--- config.mk ---
export PLATFORM = sky130hd
export DESIGN_NAME = stream_rr_arbiter_flat
export DESIGN_NICKNAME = d
export VERILOG_FILES = /design/src/rtl/stream_rr_arbiter_if.sv /design/src/rtl/stream_rr_arbiter.sv /design/src/flat_wrapper.sv
export SDC_FILE = /design/constraint.sdc
export NUM_CORES = 1
export LEC_CHECK = 0
export CORE_MARGIN = 2
export CORE_UTILIZATION = 35
export DETAILED_ROUTE_END_ITERATION = 8
export HOLD_SLACK_MARGIN = 0.05
export PLACE_DENSITY = 0.82
export SLEW_MARGIN = 5
export SYNTH_ARGS = -nofsm -noshare
export SYNTH_HDL_FRONTEND = slang
export SYNTH_SLANG_ARGS = --single-unit
--- constraint.sdc ---
create_clock -name clk -period 3.1 [get_ports clk]
set_input_delay 0.775 -clock clk [delete_from_list [all_inputs] [get_ports clk]]
set_output_delay 0.775 -clock clk [all_outputs]
set_load 0.02 [all_outputs]
--- src/rtl/stream_rr_arbiter_if.sv ---
// Stream bundle between N requesters and the round-robin arbiter.
//   in_valid/in_ready/in_data/in_last : N request streams, requester i data
//                                       in in_data[i*WIDTH +: WIDTH]
//   out_valid/out_ready/out_data/out_last/out_id : merged output stream
// Modports:
//   master : the arbiter (drives in_ready and the out_* stream)
//   slave  : the environment (requesters plus downstream sink)
interface stream_rr_arbiter_if #(
    parameter int WIDTH = 32,
    parameter int N     = 4
);
    localparam int IDW = (N > 2) ? $clog2(N) : 1;

    logic [N-1:0]       in_valid;
    logic [N-1:0]       in_ready;
    logic [N*WIDTH-1:0] in_data;
    logic [N-1:0]       in_last;
    logic [WIDTH-1:0]   out_data;
    logic               out_last;
    logic [IDW-1:0]     out_id;
    logic               out_valid;
    logic               out_ready;

    modport master (
        input  in_valid, in_data, in_last, out_ready,
        output in_ready, out_data, out_last, out_id, out_valid
    );

    modport slave (
        output in_valid, in_data, in_last, out_ready,
        input  in_ready, out_data, out_last, out_id, out_valid
    );
endinterface

--- src/rtl/stream_rr_arbiter.sv ---
// Packet-aware round-robin arbiter merging N valid/ready streams into one
// registered output stream. A requester that wins keeps the grant until its
// last beat is accepted; the search pointer then moves just past it.
// Ports:
//   clk  : clock, rising edge
//   rst  : synchronous active-high reset
//   busy : high while a multi-beat packet holds the lock
//   bus  : stream bundle (master modport), see stream_rr_arbiter_if
module stream_rr_arbiter #(
    parameter int WIDTH = 32,
    parameter int N     = 4
) (
    input  logic                clk,
    input  logic                rst,
    output logic                busy,
    stream_rr_arbiter_if.master bus
);
    localparam int IDW = (N > 2) ? $clog2(N) : 1;

    typedef enum logic {IDLE, LOCKED} state_t;

    state_t         state, state_next;
    logic [IDW-1:0] ptr, lock_id, winner, src;
    logic           found, can_load, accept, src_last;
    logic [WIDTH-1:0] src_data;

    assign can_load = ~bus.out_valid | bus.out_ready;

    // Rotating priority search starting at ptr. Iterating from the farthest
    // offset down lets the nearest valid requester overwrite the result.
    always_comb begin : search
        logic [IDW:0] idx;
        idx    = '0;
        winner = '0;
        found  = 1'b0;
        for (int k = N - 1; k >= 0; k--) begin
            idx = {1'b0, ptr} + (IDW+1)'(k);
            if (idx >= (IDW+1)'(N))
                idx = idx - (IDW+1)'(N);
            if (bus.in_valid[idx[IDW-1:0]]) begin
                winner = idx[IDW-1:0];
                found  = 1'b1;
            end
        end
    end

    // While locked the grant is fixed, so in_ready never looks at in_valid.
    always_comb begin
        bus.in_ready = '0;
        if (state == LOCKED)
            bus.in_ready[lock_id] = can_load;
        else if (can_load && found)
            bus.in_ready[winner] = 1'b1;
    end

    assign src      = (state == LOCKED) ? lock_id : winner;
    assign accept   = |(bus.in_valid & bus.in_ready);
    assign src_data = bus.in_data[int'(src)*WIDTH +: WIDTH];
    assign src_last = bus.in_last[src];
    assign busy     = (state == LOCKED);

    always_comb begin
        state_next = state;
        if (accept)
            state_next = src_last ? IDLE : LOCKED;
    end

    always_ff @(posedge clk) begin
        if (rst)
            state <= IDLE;
        else
            state <= state_next;
    end

    always_ff @(posedge clk) begin
        if (rst) begin
            ptr           <= '0;
            lock_id       <= '0;
            bus.out_valid <= 1'b0;
            bus.out_data  <= '0;
            bus.out_last  <= 1'b0;
            bus.out_id    <= '0;
        end else begin
            if (accept) begin
                // Load and drain may coincide: the new beat simply replaces
                // the departing one, so out_valid stays high.
                bus.out_valid <= 1'b1;
                bus.out_data  <= src_data;
                bus.out_last  <= src_last;
                bus.out_id    <= src;
                if (src_last)
                    ptr <= (src == IDW'(N - 1)) ? '0 : src + 1'b1;
                else
                    lock_id <= src;
            end else if (bus.out_ready) begin
                bus.out_valid <= 1'b0;
            end
        end
    end
endmodule
--- src/flat_wrapper.sv ---
// flat-port wrapper written by rule: the top's interface ports become plain ports
module stream_rr_arbiter_flat 
#(
    parameter int WIDTH = 32,
    parameter int N     = 4
)
  (clk, rst, busy, bus_in_valid, bus_in_data, bus_in_last, bus_out_ready, bus_in_ready, bus_out_data, bus_out_last, bus_out_id, bus_out_valid);
  stream_rr_arbiter_if #(.WIDTH(WIDTH), .N(N)) bus_i ();
  input  logic clk;
  input  logic rst;
  output logic busy;
  input wire logic [$bits(bus_i.in_valid)-1:0] bus_in_valid;
  input wire logic [$bits(bus_i.in_data)-1:0] bus_in_data;
  input wire logic [$bits(bus_i.in_last)-1:0] bus_in_last;
  input wire logic [$bits(bus_i.out_ready)-1:0] bus_out_ready;
  output wire logic [$bits(bus_i.in_ready)-1:0] bus_in_ready;
  output wire logic [$bits(bus_i.out_data)-1:0] bus_out_data;
  output wire logic [$bits(bus_i.out_last)-1:0] bus_out_last;
  output wire logic [$bits(bus_i.out_id)-1:0] bus_out_id;
  output wire logic [$bits(bus_i.out_valid)-1:0] bus_out_valid;
  assign bus_i.in_valid = bus_in_valid;
  assign bus_i.in_data = bus_in_data;
  assign bus_i.in_last = bus_in_last;
  assign bus_i.out_ready = bus_out_ready;
  assign bus_in_ready = bus_i.in_ready;
  assign bus_out_data = bus_i.out_data;
  assign bus_out_last = bus_i.out_last;
  assign bus_out_id = bus_i.out_id;
  assign bus_out_valid = bus_i.out_valid;
  stream_rr_arbiter #(.WIDTH(WIDTH), .N(N)) u_core (.clk(clk), .rst(rst), .busy(busy), .bus(bus_i));
endmodule
### Yosys cells after proc, flatten, opt, wreduce, memory -nomap -nowiden

Cells that the tools add are included.
Widths: inputs -> output; s select.

* shifts and indexed selects: 1
* add/sub/neg operators: 8
* order comparisons: 13
* mux-type cells: 33
* equality and inequality tests: 1
* reductions and logical operators: 7
* bitwise operators: 5

Operators by type and width (number)
* $shiftx 128x8->32: 1
* $lt 2x3->1 const B: 7
* $mux 2: 10
* $mux 1: 14
* $bmux 1 s2: 5
* $ge 3x3->1 const B: 3
* $and 4x4->4: 2
* $mux 4: 2
* $sub 2x1->2 const B: 4
* $add 2x2->3 const B: 2
* $demux 1 s2: 2
* $ge 2x1->1 const B: 2
* $reduce_and 2->1: 2
* $reduce_or 4->1: 1
* $add 2x1->3 const B: 1
* $ge 2x3->1 const B: 1
* $logic_and 1x1->1: 3
* $add 2x1->2 const B: 1
* $eq 2x2->1 const B: 1
* $not 1->1: 2
* $reduce_bool 2->1: 1
* $or 1x1->1: 1

* flip-flop bits (word level): 41
* word-level logic and storage cells: 75

### Depth between registers and ports, before layout

Gate-level depths: netlist (run 1).

* depth in word-level cells: 18
* mapped depth: 8

### Least setup slack after synthesis (run 1)

OpenSTA, ideal clock, no wires.

* path kind: input to output
* from: input port bus_in_valid[2]
* to: output port bus_in_ready[0]
* stages: 5
* path slack: 0.373 ns
* path buffers: 0
* data arrival time: 1.952 ns
* cells stage by stage: nor2b_2 -> a2111oi_2 -> nor3b_2 -> and2_1 -> or2_2

* word-level cells in the longest chain between the ends: 12
* elaborated cells between the ends (all ways): 24
* classes of those cells: order compare: 2; mux: 20; reduce/logical: 2

Ends and longest elaborated chain
* from (decl): line flat_wrapper.sv:12 `input wire logic [$bits(bus_i.in_valid)-1:0] bus_in_valid;`
* $bmux 1 s2: line stream_rr_arbiter.sv:40 `if (bus.in_valid[idx[IDW-1:0]]) begin`
* $mux 1 (not written as such): line stream_rr_arbiter.sv:40
* $mux 2 (4 in series): line stream_rr_arbiter.sv:40
* $lt 2x3->1 (not written as such) or $ge 2x1->1 (tied branches): line stream_rr_arbiter.sv:53 `bus.in_ready[winner] = 1'b1;`
* $logic_and 1x1->1 (not written as such): line stream_rr_arbiter.sv:53
* $mux 1 (not written as such): line stream_rr_arbiter.sv:53
* $demux 1 s2
* $mux 4 (*): line stream_rr_arbiter.sv:52 `else if (can_load && found)`
* $mux 4 (*): line stream_rr_arbiter.sv:50 `if (state == LOCKED)`
* to (decl): line flat_wrapper.sv:16 `output wire logic [$bits(bus_i.in_ready)-1:0] bus_in_ready;`

Every way passes the cells marked *; elsewhere a longest branch is shown, timed or not. The select of a mux whose other input is x is not followed.

### Worst setup path in the final report (run 1)

* from: input port bus_in_valid[1]
* to: output port bus_in_ready[0]

Same word-level chain as after synthesis.

==> results of run 1 <==
## cells in the mapped netlist, drive strengths merged, types with 2 or more instances
master / n
nor2b: 3
or2: 2
nand2b: 4
nor4b: 2
nand2: 7
a22o: 32
mux4: 33
dfxtp: 41
nor3: 7
nand3: 2
or3: 2
a21oi: 5
o22ai: 2
o31ai: 2
o221a: 2
inv: 4
buf: 14
nor2: 5
o21ai: 2
a211oi: 2
## through the flow
step | util, % | setup slack (ns) | cells | power [mW]
floorplan | - | 0.373 | 190 | 2.35
global placement | 67.5 | -0.599 | 462 | 3.45
global route | 69.2 | -0.000590 | 469 | 4.06
detailed placement | 67.5 | -0.682 | 462 | 3.49
finish | 69.2 | 0.0642 | 469 | 3.81
CTS | 69.2 | 0.0200 | 469 | 3.85
## power by group
part	internal [mW]	switching (mW)	leakage, nW	total, mW
Sequential	0.717	0.133	0.339	0.850
Combinational	1.47	1.14	1.36	2.61
Clock	0.177	0.173	0.0443	0.349
Total	2.37	1.45	1.74	3.81
## kinds of logic (layout without fill, tap and decap cells)
group	after synthesis	in the layout	share of synthesized area, %
and+or+nand+nor	39	39	9.59
adders and majority gates	1	1	0.512
muxes	34	34	30.9
AOI/OAI and AO/OA	56	56	21.8
buffers and inverters	19	218	3.64
DFF	41	41	33.6
## worst min path at each step
stage	end	slack, ns	depth (start not counted)
final	u_core.bus.out_last	0.48	2
after global routing	u_core.bus.out_data[29]	0.50	1
after CTS	u_core.bus.out_data[15]	0.49	1
after detailed placement	u_core.bus.out_data[15]	0.46	1
after global placement	u_core.bus.out_data[3]	0.46	1
after floorplan	u_core.ptr[0]	0.50	1
## metal layers
metal  wire length [um]  GRT usage, %
met5                  0             0
met4                216          7.55
met3                640          4.36
met2               4440          38.5
met1               3260          25.0
## final cells by class
| type | count | area, sq um |
|---|---|---|
| sequential | 41 | 821 |
| inverter | 4 | 15.0 |
| fill | 493 | 2080 |
| multi-input combinational | 130 | 1590 |
| tap | 80 | 100 |
| timing repair buffer | 207 | 2070 |
| clock buffer | 7 | 86.3 |
## worst reg2reg max path, cell delays in order (launching register included)
cell and delay (ns):
sky130_fd_sc_hd__dfxtp_1 0.63, sky130_fd_sc_hd__nand2_1 0.28, sky130_fd_sc_hd__or3_1 0.43, sky130_fd_sc_hd__and3_1 0.28, sky130_fd_sc_hd__a21oi_2 0.21, sky130_fd_sc_hd__buf_12 0.21
sky130_fd_sc_hd__a22o_1 0.16
## flip-flops by register name, summed over array words and instances, names as in the netlist
signal,flops
u_core.busy,1
u_core.bus.out_id,2
u_core.bus.out_data,32
u_core.lock_id,2
u_core.bus.out_valid,1
u_core.bus.out_last,1
u_core.ptr,2
## timing repair
action,in CTS,in global routing
pin swaps,2,0
resized for setup,25,8
endpoints found under the setup margin,4,3
hold buffers,0,0
cloned,0,0
==> out/qor.csv, run 1 <==
metric,value,unit
path_clk_slew,0.07,ns
finalHoldWorstSlack,0.483,ns
yosys.area.top_type,sky130_fd_sc_hd__dfxtp_1,
cp_delay_by_family_top,simple AND/OR/NAND/NOR gates,
drt_pass1_iterations,4,
fin_area,4680,sq um
cts_inserted_buffers,5,
maximum_number_of_pins_on_one_net_before_global_route_repair,33,
grt_antenna_before_repair,0,
synth_async_sr_flop_share,0,%
dp.final_hpwl,6.92,mm
die_w,87.5,um
timing.hold.worst.start,u_core.bus.out_last,
post_cts_buffers,0,
most_common_cell_after_layout_fill_and_taps_aside,sky130_fd_sc_hd__clkdlybuf4s50_1,
synth_seq_area_share,33.6,%
cp-endpoint,bus_in_ready[0],
route.detailed.wl_per_inst,18.2,um
max-cap-violations,0,
achievable-frequency,0.329,GHz
timing.critical_path.depth,8,
finalWeightedCongestion,0.874,
fp.coreArea,6760,sq um
post_route_cells_drive_above_1_share,23.7,%
leakagePower,1.74,nW
grt_pass1_vias,2582,
port_buffers,179,
transition_time_at_the_pin_with_the_least_slew_margin,0.578,ns
cp_dominant_cell_by_count,sky130_fd_sc_hd__or2_2,
arrival,2.26,ns
peakVddDrop,0.000477,V
critPathCaptureType,output pin,
number_of_synthesized_register_bits,41,
vias_per_cell,5.41,
crit_path_start,bus_in_valid[1],
drc,0,
top_level_ports,180,
reg2reg_slack,0.84,ns
period_minus_slack,3.04,ns
drv_slew,0,
cp-start-kind,input pin,
required,2.32,ns
clock_root_buffer,sky130_fd_sc_hd__clkbuf_8,
clockBufferDepth,2,
path_buf_inv,4,
finalHoldViolations,0,
clock_sink_count,41,
wire_length_of_the_first_global_routing_pass,12.7,mm
cp_cell_sequence,dlygate4sd2_1 -> buf_4 -> inv_1 -> a21oi_2 -> or2_2 -> and2_1 -> or2_2 -> buf_2,
netlist_area,2440,sq um
core_rows,30,
r2r-start,u_core.busy,
postPlaceCellArea,4560,sq um
ys_top_cells_by_area,"sky130_fd_sc_hd__dfxtp_1, sky130_fd_sc_hd__mux4_2, sky130_fd_sc_hd__a22o_1",
crit_fanout,4,
worst_reg2reg_path_depth,6,
antenna-diode-count,0,
power.density,815,nW/um^2
areaGrowthSynthToFinish,91.6,%
crit_path_max_incr_delay,0.32,ns
synthesis.nets,330,
setup_tns_final,0,ns
synth_area_per_cell,12.8,sq um
clk_latency,0.28,ns
dr.first_iter.drc_count,63,
grt_util_all_layers,21.3,%
yosysWarningCount,0,
routed-via-count,2536,
die_area,7660,sq um
grt_overflow_total,0,
relSlewSlack,61.5,%
netlist.area_leader.share,33.6,%
critPathSlowestCell,sky130_fd_sc_hd__or2_2,
finalSetupViolCount,0,
final_wirelength,8.56,mm
antenna_left,0,
yosysUniqueCellTypes,43,
tritoncts,yes,
synthCells,190,
synthFlopType,sky130_fd_sc_hd__dfxtp_1,
synth_edf_count,0,
start_util,36.1,%
critPathKind,in -> out,
finalClockSkew,0.00602,ns
fin_nets,529,
die_y,87.5,um
layout_common_cells,"sky130_fd_sc_hd__clkdlybuf4s50_1, sky130_fd_sc_hd__dfxtp_1, sky130_fd_sc_hd__mux4_2, sky130_fd_sc_hd__a22o_1, sky130_fd_sc_hd__buf_4",
status,"complete, no violations",
clock_tree.htree_level_count,2,
fin_crit_sh,97.9,%
timing.rr.end,u_core.bus.out_data[3],
hp-class,reg -> reg,
Note: power is estimated with default switching activity, not from simulation.
==> run 2: changes to the inputs <==
--- a/config.mk
+++ b/config.mk
@@ -6,10 +6,12 @@
 export NUM_CORES = 1
 export LEC_CHECK = 0
 export CORE_MARGIN = 2
-export CORE_UTILIZATION = 35
+export CORE_UTILIZATION = 55
+export CTS_CLUSTER_DIAMETER = 40
 export DETAILED_ROUTE_END_ITERATION = 8
+export DONT_BUFFER_PORTS = 1
 export HOLD_SLACK_MARGIN = 0.05
-export PLACE_DENSITY = 0.82
+export PLACE_DENSITY = 0.7
 export SLEW_MARGIN = 5
 export SYNTH_ARGS = -nofsm -noshare
 export SYNTH_HDL_FRONTEND = slang
==> run 2 against run 1 <==
- count of clock-buffer cells in the layout is 1 lower
- critical endpoint unchanged
- cell area decreased by 44%
- die area fell by 35%
==> out/qor.csv, run 2 (synthesis results as in run 1) <==
metric,value,unit
status,"complete, no violations",
setup_tns_final,0,ns
cellInternalPower,1.72,mW
grt_util_all_layers,25.3,%
pwr-share-seq,35.3,%
clock_root_buffer,sky130_fd_sc_hd__clkbuf_8,
top_level_ports,180,
die_y,70.6,um
clock_sink_count,41,
post_cts_buffers,0,
grt_overflow_total,0,
tritoncts,yes,
worst_hold_path.endpoint,u_core.bus.out_last,
drc,0,
finalClockSkew,0.0113,ns
critPathCaptureType,output pin,
crit_fanout,5,
power.switching_fraction,42.8,%
fillCellCount,353,
registers.top_by_ff_count,u_core.bus.out_data,
path_buf_inv,0,
die_area,4990,sq um
die_w,70.6,um
post-route-util,60.3,%
rsz0062_at_grt,no,
routed-via-count,1801,
drt_pass1_iterations,4,
achievable-frequency,0.359,GHz
finalHoldViolations,0,
layout_common_cells,"sky130_fd_sc_hd__dfxtp_1, sky130_fd_sc_hd__mux4_2, sky130_fd_sc_hd__a22o_1, sky130_fd_sc_hd__nand2_1, sky130_fd_sc_hd__buf_4",
critPathSlowestCell,sky130_fd_sc_hd__a2111oi_2,
clock_tree.htree_level_count,2,
finalSetupViolCount,0,
period_minus_slack,2.79,ns
start_util,56.5,%
vias_per_cell,7.41,
fin_nets,330,
transition_time_at_the_pin_with_the_least_slew_margin,1.15,ns
largest_register_ff_count,32,
required,2.32,ns
holdBufCountCts,0,
timing.rr.end,u_core.bus.out_data[23],
comb_power_share,52.3,%
post_route_cells_drive_above_1_share,33.5,%
most_common_cell_after_layout_fill_and_taps_aside,sky130_fd_sc_hd__dfxtp_1,
dp.final_hpwl,5.22,mm
reg2reg_slack,0.38,ns
clockPowerShare,12.4,%
arrival,2.01,ns
power.density,1150,nW/um^2
wire_length_of_the_first_global_routing_pass,9.87,mm
dr.first_iter.drc_count,89,
cts_inserted_buffers,5,
cp_delay_by_family_top,simple AND/OR/NAND/NOR gates,
route.detailed.wl_per_inst,26.9,um
maximum_number_of_pins_on_one_net_before_global_route_repair,33,
worst_reg2reg_path_depth,6,
antenna-diode-count,0,
cp_cell_sequence,nor2b_2 -> a2111oi_2 -> nor3b_2 -> and2_1 -> or2_2,
leakagePower,0.925,nW
path_clk_slew,0.09,ns
core_rows,24,
peakVddDrop,0.000690,V
areaGrowthSynthToFinish,6.82,%
p_switching,1.29,mW
max-cap-violations,0,
final_wirelength,6.55,mm
fp.coreArea,4320,sq um
grt_pass1_vias,1887,
antenna_left,0,
fin_crit_sh,90.0,%
clockBufferDepth,2,
min_path_cells,1,
timing.hold.worst.start,rst,
grt_antenna_before_repair,0,
post_cts_resize_count,0,
hp-class,in -> reg,
crit_path_max_incr_delay,0.41,ns
finalWeightedCongestion,0.830,
critPathKind,in -> out,
port_buffers,0,
cp-start-kind,input pin,
drv_slew,0,
r2r-start,u_core.bus.out_valid,
relSlewSlack,23.0,%
clk_latency,0.29,ns
## run 2: area by class of cell
class | count | area [sq um] | area share, %
Timing Repair Buffer | 8 | 72.6 | 2.78
Sequential cell | 41 | 821 | 31.5
Inverter | 4 | 15.0 | 0.576
Clock buffer | 6 | 82.6 | 3.17
Clock inverter | 2 | 13.8 | 0.528
Tap cell | 52 | 65.1 | 2.50
Multi-Input combinational cell | 130 | 1540 | 59.0
## run 2: power groups by stage
stage          Combinational [mW]  Clock, mW  Sequential [mW]
6_report                     1.57      0.373             1.06
5_1_grt                      1.71      0.402             1.08
4_1_cts                      1.59      0.378             1.06
3_5_place_dp                 1.58          0             1.07
3_3_place_gp                 1.53          0             1.07
2_1_floorplan                1.34          0             1.02
## run 2: through the flow
stage | total power, mW | hold slack [ns] | worst slack, ns | cells | instance area, sq um
6_report | 3.01 | 0.537 | 0.311 | 243 | 2610
5_1_grt | 3.19 | 0.527 | 0.0801 | 243 | 2610
4_1_cts | 3.03 | 0.531 | 0.294 | 243 | 2610
3_5_place_dp | 2.65 | 0.544 | -0.0199 | 235 | 2510
3_3_place_gp | 2.61 | 0.539 | 0.0957 | 235 | 2510
2_1_floorplan | 2.35 | 0.498 | 0.373 | 190 | 2440
## run 2: worst max-delay path by stage
stage,startpoint,end,cells after the start
2_1_floorplan,bus_in_valid[2],bus_in_ready[0],5
5_1_grt,u_core.bus.out_valid,u_core.bus.out_data[18],6
3_3_place_gp,bus_in_valid[2],u_core.bus.out_data[22],6
4_1_cts,bus_in_valid[2],u_core.bus.out_data[31],6
3_5_place_dp,bus_in_valid[2],u_core.bus.out_data[12],6
6_report,bus_in_valid[2],bus_in_ready[0],5
## run 2: layer usage
metal	vias up	wire (um)	global-route usage, %
met4	0	155	8.81
met1	861	2250	28.9
met5	-	0	0
li1	787	-	-
met2	135	3430	44.5
met3	18	711	8.40
==> run 3: changes to the inputs <==
--- a/config.mk
+++ b/config.mk
@@ -8,6 +8,7 @@
 export CORE_MARGIN = 2
 export CORE_UTILIZATION = 55
 export CTS_CLUSTER_DIAMETER = 40
+export CTS_CLUSTER_SIZE = 12
 export DETAILED_ROUTE_END_ITERATION = 8
 export DONT_BUFFER_PORTS = 1
 export HOLD_SLACK_MARGIN = 0.05
==> results of run 3 <==
Same layout as run 2: the final DEF is identical, and so are final timing and power.
